===== src/rtl/i2c_pkg.sv =====
// Shared definitions for the I2C master read path: byte FSM states,
// ACK/NACK line levels and the default byte width.
package i2c_pkg;

   typedef enum logic [2:0] {
      IDLE,
      READ,
      ACK,
      DONE,
      WAIT_REL
   } state_t;

   localparam logic I2C_ACK  = 1'b0;
   localparam logic I2C_NACK = 1'b1;

   localparam int DEFAULT_BIT_COUNT = 8;

endpackage


===== src/rtl/i2c_master_read_byte.sv =====
// Byte-level read sequencer: collects BIT_COUNT bits MSB-first from the read-bit
// stage, then returns ACK/NACK through the write-bit stage.
// Optional per-stage watchdog: define I2C_READ_BYTE_WATCHDOG_EN.
//
// Handshake: bit_go/wbit_go are level enables held high while a sub-stage is
// wanted; bit_finish/wbit_finish are one-cycle completion pulses that are only
// honoured in READ/ACK respectively; finish (with error on failure) is a
// one-cycle pulse to the controller, after which go must drop before a new byte.
module i2c_master_read_byte
   import i2c_pkg::*;
#(
   parameter int BIT_COUNT  = DEFAULT_BIT_COUNT,
   parameter int WDT_CYCLES = 32
) (
   input  logic                 clock,
   input  logic                 reset_n,
   input  logic                 go,
   input  logic                 ack_en,
   output logic [BIT_COUNT-1:0] data_out,
   output logic                 finish,
   output logic                 error,
   output logic                 bit_go,
   input  logic                 bit_data,
   input  logic                 bit_finish,
   input  logic                 bit_error,
   output logic                 wbit_go,
   output logic                 wbit_data,
   input  logic                 wbit_finish
);

   localparam int CW = $clog2(BIT_COUNT + 1);
   localparam logic [CW-1:0] LAST_BIT = CW'(BIT_COUNT - 1);

   state_t               state_q, state_d;
   logic [BIT_COUNT-1:0] shift_q, shift_d;
   logic [CW-1:0]        cnt_q, cnt_d;
   logic                 ack_q, ack_d;
   logic [BIT_COUNT-1:0] data_d;
   logic                 finish_d, error_d, bit_go_d, wbit_go_d, wbit_data_d;
   logic                 wdt_clr;
   logic                 wdt_expired;

`ifdef I2C_READ_BYTE_WATCHDOG_EN
   localparam int WW = $clog2(WDT_CYCLES + 1);
   logic [WW-1:0] wdt_q;

   // Expires on the edge where the count would reach WDT_CYCLES.
   assign wdt_expired = (wdt_q == WW'(WDT_CYCLES - 1));

   always_ff @(posedge clock or negedge reset_n) begin
      if (!reset_n) begin
         wdt_q <= '0;
      end else if (wdt_clr) begin
         wdt_q <= '0;
      end else if ((state_q == READ) || (state_q == ACK)) begin
         wdt_q <= wdt_q + WW'(1);
      end
   end
`else
   logic unused_wdt;
   assign unused_wdt  = (WDT_CYCLES > 0) | wdt_clr;
   assign wdt_expired = 1'b0;
`endif

   always_ff @(posedge clock or negedge reset_n) begin
      if (!reset_n) begin
         state_q   <= IDLE;
         shift_q   <= '0;
         cnt_q     <= '0;
         ack_q     <= 1'b0;
         data_out  <= '0;
         finish    <= 1'b0;
         error     <= 1'b0;
         bit_go    <= 1'b0;
         wbit_go   <= 1'b0;
         wbit_data <= 1'b0;
      end else begin
         state_q   <= state_d;
         shift_q   <= shift_d;
         cnt_q     <= cnt_d;
         ack_q     <= ack_d;
         data_out  <= data_d;
         finish    <= finish_d;
         error     <= error_d;
         bit_go    <= bit_go_d;
         wbit_go   <= wbit_go_d;
         wbit_data <= wbit_data_d;
      end
   end

   always_comb begin
      state_d     = state_q;
      shift_d     = shift_q;
      cnt_d       = cnt_q;
      ack_d       = ack_q;
      data_d      = data_out;
      finish_d    = 1'b0;
      error_d     = 1'b0;
      bit_go_d    = bit_go;
      wbit_go_d   = wbit_go;
      wbit_data_d = wbit_data;
      wdt_clr     = 1'b0;

      case (state_q)
         IDLE: begin
            if (go) begin
               state_d  = READ;
               bit_go_d = 1'b1;
               ack_d    = ack_en;
               shift_d  = '0;
               cnt_d    = '0;
               wdt_clr  = 1'b1;
            end
         end
         READ: begin
            // Abort takes priority over a coincident bit_finish.
            if (!go) begin
               state_d   = IDLE;
               bit_go_d  = 1'b0;
               wbit_go_d = 1'b0;
               shift_d   = '0;
               cnt_d     = '0;
            end else if (bit_finish) begin
               wdt_clr = 1'b1;
               if (bit_error) begin
                  state_d  = DONE;
                  bit_go_d = 1'b0;
                  finish_d = 1'b1;
                  error_d  = 1'b1;
               end else begin
                  shift_d = {shift_q[BIT_COUNT-2:0], bit_data};
                  cnt_d   = cnt_q + CW'(1);
                  if (cnt_q == LAST_BIT) begin
                     state_d     = ACK;
                     bit_go_d    = 1'b0;
                     wbit_go_d   = 1'b1;
                     wbit_data_d = ack_q ? I2C_ACK : I2C_NACK;
                  end
               end
            end else if (wdt_expired) begin
               state_d  = DONE;
               bit_go_d = 1'b0;
               finish_d = 1'b1;
               error_d  = 1'b1;
            end
         end
         ACK: begin
            if (!go) begin
               state_d   = IDLE;
               bit_go_d  = 1'b0;
               wbit_go_d = 1'b0;
               shift_d   = '0;
               cnt_d     = '0;
            end else if (wbit_finish) begin
               state_d   = DONE;
               wbit_go_d = 1'b0;
               data_d    = shift_q;
               finish_d  = 1'b1;
            end else if (wdt_expired) begin
               state_d   = DONE;
               wbit_go_d = 1'b0;
               finish_d  = 1'b1;
               error_d   = 1'b1;
            end
         end
         DONE: begin
            state_d = WAIT_REL;
         end
         WAIT_REL: begin
            if (!go) begin
               state_d = IDLE;
            end
         end
         default: begin
            state_d = IDLE;
         end
      endcase
   end

endmodule


===== config.mk =====
export PLATFORM = sky130hd
export DESIGN_NAME = i2c_master_read_byte
export DESIGN_NICKNAME = d
export VERILOG_FILES = /design/src/rtl/i2c_pkg.sv /design/src/rtl/i2c_master_read_byte.sv
export SDC_FILE = /design/constraint.sdc
export NUM_CORES = 1
export LEC_CHECK = 0
export CAP_MARGIN = 10
export CORE_MARGIN = 2
export CORE_UTILIZATION = 40
export DETAILED_ROUTE_END_ITERATION = 16
export GPL_TIMING_DRIVEN = 0
export PLACE_DENSITY_LB_ADDON = 0.12
export SETUP_SLACK_MARGIN = 0.5
export SLEW_MARGIN = 10
export SYNTH_ARGS = -nofsm -noshare
export SYNTH_HDL_FRONTEND = slang
export SYNTH_SLANG_ARGS = --single-unit

===== constraint.sdc =====
create_clock -name clock -period 1.4 [get_ports clock]
set_input_delay 0.21 -clock clock [delete_from_list [all_inputs] [get_ports clock]]
set_output_delay 0.21 -clock clock [all_outputs]
set_load 0.01 [all_outputs]

Word-level counts from Yosys, hierarchy flattened
Index checks and enable logic that the tools add are counted.
Cells by class
  add/subtract/negate cells: 1
  bitwise gates (word level): 1
  multiplexer cells: 43
  reduce and logical (&&, ||, !) cells: 10
  eq/ne operators: 13
Operators with widths (number)
  2-to-1 mux 8 bit: 5
  AND reduction 5 bit: 5
  2-to-1 mux 3 bit: 8
  case mux 8 bit (3 select lines): 1
  2-to-1 mux 4 bit: 5
  2-to-1 mux 1 bit: 19
  case mux 3 bit (5 select lines): 1
  inequality test 3 bit, second input constant: 4
  case mux 4 bit (3 select lines): 1
  equality test 3 x 2 -> 1 bit, second input constant: 2
  inequality test 2 bit, second input constant: 3
  adder 4 x 1 -> 4 bit, second input constant: 1
  equality test 4 x 3 -> 1 bit, second input constant: 1
  inequality test 4 bit, second input constant: 1
  case mux 1 bit (2 select lines): 2
  equality test 3 x 1 -> 1 bit, second input constant: 1
  equality test 3 bit, second input constant: 1
  logical NOT 3 bit: 1
  case mux 1 bit (3 select lines): 1
  AND reduction 3 bit: 1
  nonzero test 3 bit: 1
  AND reduction 2 bit: 1
  nonzero test 2 bit: 1
  NOT 1 bit: 1
Storage, ports and cells
  input port bits: 8
  flip-flop bits (word level): 29
  word-level logic and storage cells: 78
  output and inout port bits: 13

Logic depth before layout (Yosys ltp)
Gate-level depths: netlist of run 1.
  word-level depth: 6
  depth in mapped cells: 6
  mapped depth without buffers: 5

Worst setup path after synthesis of run 1
No wires, ideal clock.
  path kind: reg2reg
  start point: register state_q[0]
  end point: register cnt_q[1]
  data required time: 1279 ps
  library setup time: 121 ps
  stages on the path, launching flop included: 7
  arrival: 1241 ps
  path buffers: 2
  slack: 38 ps
  clock period less this slack: 1362 ps
  path through: dfrtp_1 -> buf_6 -> a21oi_2 -> o31ai_1 -> or2_1 -> buf_6 -> a22o_1
Between the ends
  longest elaborated chain between the ends: 3
  elaborated cells on any way between the ends: 10
  those cells by class: 6 x eq/ne; 1 x mux; 3 x reduce/logical
Ends and longest elaborated chain
  start, declared: line i2c_master_read_byte.sv:34  | state_t state_q, state_d;
  start signal, assigned: line i2c_master_read_byte.sv:78  | state_q <= state_d;
  equality test 3 x 1 -> 1 bit, or another cell as far along: line i2c_master_read_byte.sv:104  | case (state_q)
  inequality test 3 bit (no line), or another cell as far along
  AND reduction 5 bit (no line)
  end signal, assigned: line i2c_master_read_byte.sv:80  | cnt_q <= cnt_d;
  end, declared: line i2c_master_read_byte.sv:36  | logic [CW-1:0] cnt_q, cnt_d;
Parallel ways exist; a longest one is shown, timed or not.
A chain may end at the register's enable or synchronous reset.

Final worst setup path of run 1
  start point: input bit_error
  end point: register cnt_q[1]
Between the ends
  longest elaborated chain between the ends: 2
Ends and longest elaborated chain
  start, declared: line i2c_master_read_byte.sv:25  | input logic bit_error,
  inequality test 3 bit (no line)
  AND reduction 5 bit (no line)
Every way passes these cells.

==> results of run 1 <==
## cells in the mapped netlist (3+ instances only)
cell	n	area, sq um
dfrtp_1	29	725.7
a22o_1	9	78.83
mux2_2	9	101.4
nand3_1	6	30.03
nor2_1	5	18.77
buf_6	4	45.04
nand2_1	3	11.26
## state kept, by name (all words and copies together) (netlist names)
register,cells
data_out,8
cnt_q,4
error,1
wbit_data,1
ack_q,1
finish,1
state_q,3
bit_go,1
shift_q,8
wbit_go,1
## path summary, 6_finish.rpt
| path | cells after the start | to | slack (ps) | start |
|---|---|---|---|---|
| min | 1 | shift_q[7] | -100 | reset_n |
| max in group asynchronous | 1 | state_q[2] | 1060 | reset_n |
| max | 6 | cnt_q[1] | -60 | bit_error |
| min in group clock | 3 | state_q[2] | 440 | go |
| min reg2reg | 1 | wbit_data | 460 | ack_q |
| max reg2reg | 6 | cnt_q[1] | -60 | state_q[0] |
## routing by layer
layer	vias up	share of wire	global-route usage
met1	492	0.44	0.2239
li1	480	-	-
met2	25	0.49	0.2857
met5	-	0	0
met3	6	0.053	0.06397
met4	0	0.017	0.07453
## power breakdown
part           switching (uW)  internal, uW
clock network             263           237
registers                25.5           877
logic                     162           188
## cell families (layout without fill, tap and decap cells)
kind of cell	after synthesis	count (layout)	synth area share
xor+xnor	1	1	0.006877
flops	29	29	0.5697
mux	11	11	0.09921
compound gates	23	23	0.1356
simple gates	27	27	0.1346
buf+inv	7	67	0.04420
fa+ha+maj	1	1	0.009822
## layout make-up
type                    count  share of cell area
plain buffers               4             0.02308
repair buffers             53              0.2314
clock buffers               7             0.02821
well taps                  44             0.02821
flip-flops and latches     29              0.3724
inverters                   3            0.008333
multi-input cells          63              0.3083
## what timing repair did
action	CTS	global route
setup buffers	26	5
gates resized for setup	74	10
gates cloned	2	0
endpoints found under the setup margin	42	42
hold endpoints to repair	29	29
pin swaps	6	7
## per-stage QoR
stage / setup TNS, ps / hold slack, ps / setup slack [ps] / power, uW
finish: -586.7 / -100.9 / -57.86 / 1751
global placement: -17890 / 450.1 / -378.2 / 1155
CTS: -308.5 / -88.92 / -36.54 / 1740
global route: -1345 / -65.67 / -94.50 / 1853
detailed placement: -8325 / 265.0 / -390.9 / 1157
floorplan: 0 / -85.59 / 37.62 / 1070
==> out/results.ini, run 1 <==
[power]
p_leak_uw = 0.0009715
powerDensity_nw_per_um2 = 897.3
ir_worst_vdd_mv = 0.6631

[sta]
rsz0062_at_grt = yes
worstMarginPinSlew_ps = 622.4
drv_slew = 0
clock_skew_ps = 2.332
clock.fmax_mhz = 685.9
setup_viol = 18
slew_headroom = 0.5850
finalWorstPathRequiredPeriod_ps = 1458
whs_ps = -100.9
fin_ws_ps = -57.86
hold_violations = 29
min_period_over_period = 1.041

[synthesis]
synth-seq-area-share = 0.5697
async_reset_ff_frac = 1.000
synth_seq_cells = 29
synth_area_sq_um = 1274
avgSynthCellArea_sq_um = 12.87
synth_edf_count = 0
yosysWarnings = 0
ys.flop_type = dfrtp_1
synth.distinct_cells = 33
syn-num-nets = 108
netlist_instances = 99

[setup_path]
worstSetupStartpointType = primary input
max_stage_delay_ps = 440
end_kind = register
cp_num_buf_inv = 2
worstPathRequired_ps = 1610
cp_slowest_cell = clkdlybuf4s50_1
critPathMaxFanout = 9
worstPathArrival_ps = 1660
cpLargestDelayFamily = buffers and inverters
crit_chain = clkdlybuf4s50_1 -> and2b_1 -> o21ai_1 -> or2_1 -> buf_6 -> a22o_1
crit_type = primary input to register

[outcome]
violations = hold timing, setup timing
status = finished, violations left

[final_layout]
multi_input_area_sq_um = 601.8
n_antenna_cell = 0
seq_area_sq_um = 726.9
fin_nets = 168
fin_cells = 203
final_area_sq_um = 1952
fill_cells = 261
utilization = 0.6393
drive_gt1_frac = 0.5535
synthToLayoutAreaGrowth_pct = 53.24
final_common_cell = dfrtp_1
final_cell_mix = 28 x dfrtp_1, 22 x buf_4, 14 x buf_2, 12 x buf_6, 10 x mux2_4

[grt]
grt_pass1_wl_microns = 4554
grt_max_degree = 30
grtUsageTotal = 0.1796
grt_pass1_vias = 933
antenna_found_initial = 0
grt_overflow = 0

[routing]
drc = 0
drt-initial-drc-count = 41
routedWlPerCell_microns = 14.60
vias = 1003
viasPerCell = 4.941
wirelength_microns = 2964
ant_nets = 0
detail_route.first_pass.iterations = 4

[place]
place_hpwl_microns = 1617
dp.cells = 163
io_buffers = 20
post_dp_cell_area_sq_um = 1554
globalplace.congestion = 0.7620

[min_path]
hold_class = primary input to async pin

[clocking]
clock_sinks = 29
worst_skew_pair.late_latency_ps = 320
h-tree-depth = 2
cts.clk_slew.worst_paths_ps = 80
cts_buffers = 5
cts_tree = built
cts-root-buf = clkbuf_4
clockBufferDepth = 2

[floorplanning]
io_pins = 21
dieHeight_microns = 60.43
fp-row-count = 20
die_w_microns = 60.43
dieArea_sq_um = 3652
start_util = 0.4172
coreArea_sq_um = 3053

[job]
max-cap-violations = 0

No activity file was read; power rests on OpenSTA's default activity.
==> inputs of run 2 (changes only) <==
HOLD_SLACK_MARGIN = 0.05   (was unset)
TNS_END_PERCENT = 5   (was unset)
clock period = 1.89 ns   (was 1.4 ns; I/O delays follow)
==> run 2 against run 1 <==
The run now ends clean. Sequential power down 25%. Die area unchanged. Hold slack gained 500 ps. Final area shrank 16%. Setup slack better by 440 ps. Register-to-register slack improved by 480 ps. Count of clock-buffer cells in the layout stayed put. Critical path depth unchanged. Core utilization is 10 points lower. Via count shrank 14%.
==> out/results.ini, run 2 (same netlist as run 1, synthesis figures left out) <==
[min_path]
hold_class = primary input to register

[grt]
grtUsageTotal = 0.1430  ; -0.03659
grt_overflow = 0  ; unchanged
grt_max_degree = 30  ; unchanged
grt_pass1_wl_microns = 3822  ; -16%
antenna_found_initial = 0  ; unchanged
grt_pass1_vias = 826  ; -11%

[setup_path]
worstSetupStartpointType = primary input
end_kind = register
crit_type = primary input to register
critPathMaxFanout = 9  ; unchanged
worstPathArrival_ps = 1710  ; +50 ps
worstPathRequired_ps = 2090  ; +480 ps

[final_layout]
synthToLayoutAreaGrowth_pct = 28.19
utilization = 0.5348  ; -0.1045
multi_input_area_sq_um = 496.7  ; -17%
reg_top3 = data_out: 8 flops, shift_q: 8 flops, cnt_q: 4 flops
final_common_cell = dfrtp_1
fill_cells = 269  ; +3.1%
fin_nets = 137  ; -18%
drive_gt1_frac = 0.2481  ; -0.3054
final_cell_mix = 29 x dfrtp_1, 16 x clkdlybuf4s50_1, 9 x a22o_1, 9 x mux2_2
seq_area_sq_um = 725.7  ; -0.17%
n_antenna_cell = 0  ; unchanged

[floorplanning]
start_util = 0.4172  ; unchanged
fp-row-count = 20  ; unchanged
die_w_microns = 60.43  ; unchanged
dieArea_sq_um = 3652  ; unchanged
coreArea_sq_um = 3053  ; unchanged
dieHeight_microns = 60.43  ; unchanged
io_pins = 21  ; unchanged

[sta]
worstMarginPinSlew_ps = 628.0  ; +5.615 ps
min_period_over_period = 0.7976
hold_violations = 0  ; -100%
finalWorstPathRequiredPeriod_ps = 1507
fin_ws_ps = 382.6  ; +440.4 ps
setup_viol = 0  ; -18
clock.fmax_mhz = 663.4
drv_slew = 0  ; unchanged
rsz0062_at_grt = yes
setup_tns_ps = 0  ; +586.7 ps
slew_headroom = 0.5813  ; -0.003744
whs_ps = 395.5  ; +496.4 ps
clock_skew_ps = 15.50  ; +13.16 ps

[power]
p_leak_uw = 0.0007764  ; -20%
power_uw = 1268  ; -28%
ir_worst_vdd_mv = 0.4511  ; -32%
powerDensity_nw_per_um2 = 776.8  ; -13%

[place]
io_buffers = 20  ; unchanged
globalplace.congestion = 0.7636  ; +0.21%
place_hpwl_microns = 1545  ; -4.5%
pre_cts_ws_ps = 40.54  ; +431.5 ps

[routing]
detail_route.first_pass.iterations = 4  ; unchanged
drt-initial-drc-count = 18  ; -56%
ant_nets = 0  ; unchanged
routedWlPerCell_microns = 13.12  ; -10%
wirelength_microns = 2269  ; -23%
viasPerCell = 4.994  ; +1.1%
drc = 0  ; unchanged
vias = 864  ; -14%

[clocking]
worst_skew_pair.late_latency_ps = 330  ; about the same
cts_tree = built
cts.clk_slew.worst_paths_ps = 100  ; +20 ps
h-tree-depth = 2  ; unchanged
cts-root-buf = clkbuf_4
clockBufferDepth = 2  ; unchanged
cts_buffers = 5  ; unchanged
clock_sinks = 29  ; unchanged

[outcome]
status = completed

[job]
max-cap-violations = 0  ; unchanged

## run 2: worst paths after layout
kind / startpoint / endpoint / slack (ps) / cells past startpoint
setup / recovery: bit_error / cnt_q[1] / 380 / 6
hold / removal: go / state_q[2] / 400 / 3
setup reg to reg: state_q[0] / cnt_q[1] / 420 / 6
hold reg to reg: ack_q / wbit_data / 460 / 1
max in group asynchronous: reset_n / cnt_q[1] / 970 / 2
min in group asynchronous: reset_n / state_q[0] / 500 / 2
## run 2: layout make-up
type | count | area share
inverter | 3 | 0.006897
buffer | 4 | 0.02759
tap | 44 | 0.03372
timing repair buffer | 22 | 0.1402
clock buffer | 7 | 0.03985
clock inverter | 1 | 0.003065
sequential | 29 | 0.4444
multi-input combinational | 63 | 0.3042
## run 2: routing by layer
| layer | GRT usage | wire (microns) | vias up | part of all wire |
|---|---|---|---|---|
| li1 | - | - | 418 | - |
| met1 | 0.1959 | 1145 | 426 | 0.50 |
| met2 | 0.2065 | 997 | 15 | 0.44 |
| met3 | 0.04051 | 88 | 5 | 0.039 |
| met4 | 0.07453 | 37 | 0 | 0.016 |
| met5 | 0 | 0 | - | 0 |
## run 2: worst max-delay path, cell delays in order
cell and delay [ps]:
clkdlybuf4s50_1 420, and2b_1 270, o21ai_1 120, or2_1 250, buf_6 140, a22o_1 230
## run 2: power breakdown
group	switching, uW	internal (uW)	leakage [uW]
clock network	215	215	0.0000413
registers	25.1	649	0.000390
logic	81.9	81.1	0.000345
## run 2: per-stage QoR
step,cells,cell area [sq um]
after global routing,173,1633
after detailed placement,163,1524
after CTS,173,1623
after global placement,163,1529
after floorplan,99,1274
final,173,1633
## run 2: what timing repair did
| action | CTS | global route |
|---|---|---|
| gates cloned | 0 | 0 |
| gates resized for setup | 1 | 3 |
| endpoints found under the hold margin | 29 | 0 |
| hold buffers | 1 | 0 |
| pin swaps | 1 | 0 |
| endpoints found under the setup margin | 35 | 38 |
| setup buffers | 1 | 0 |
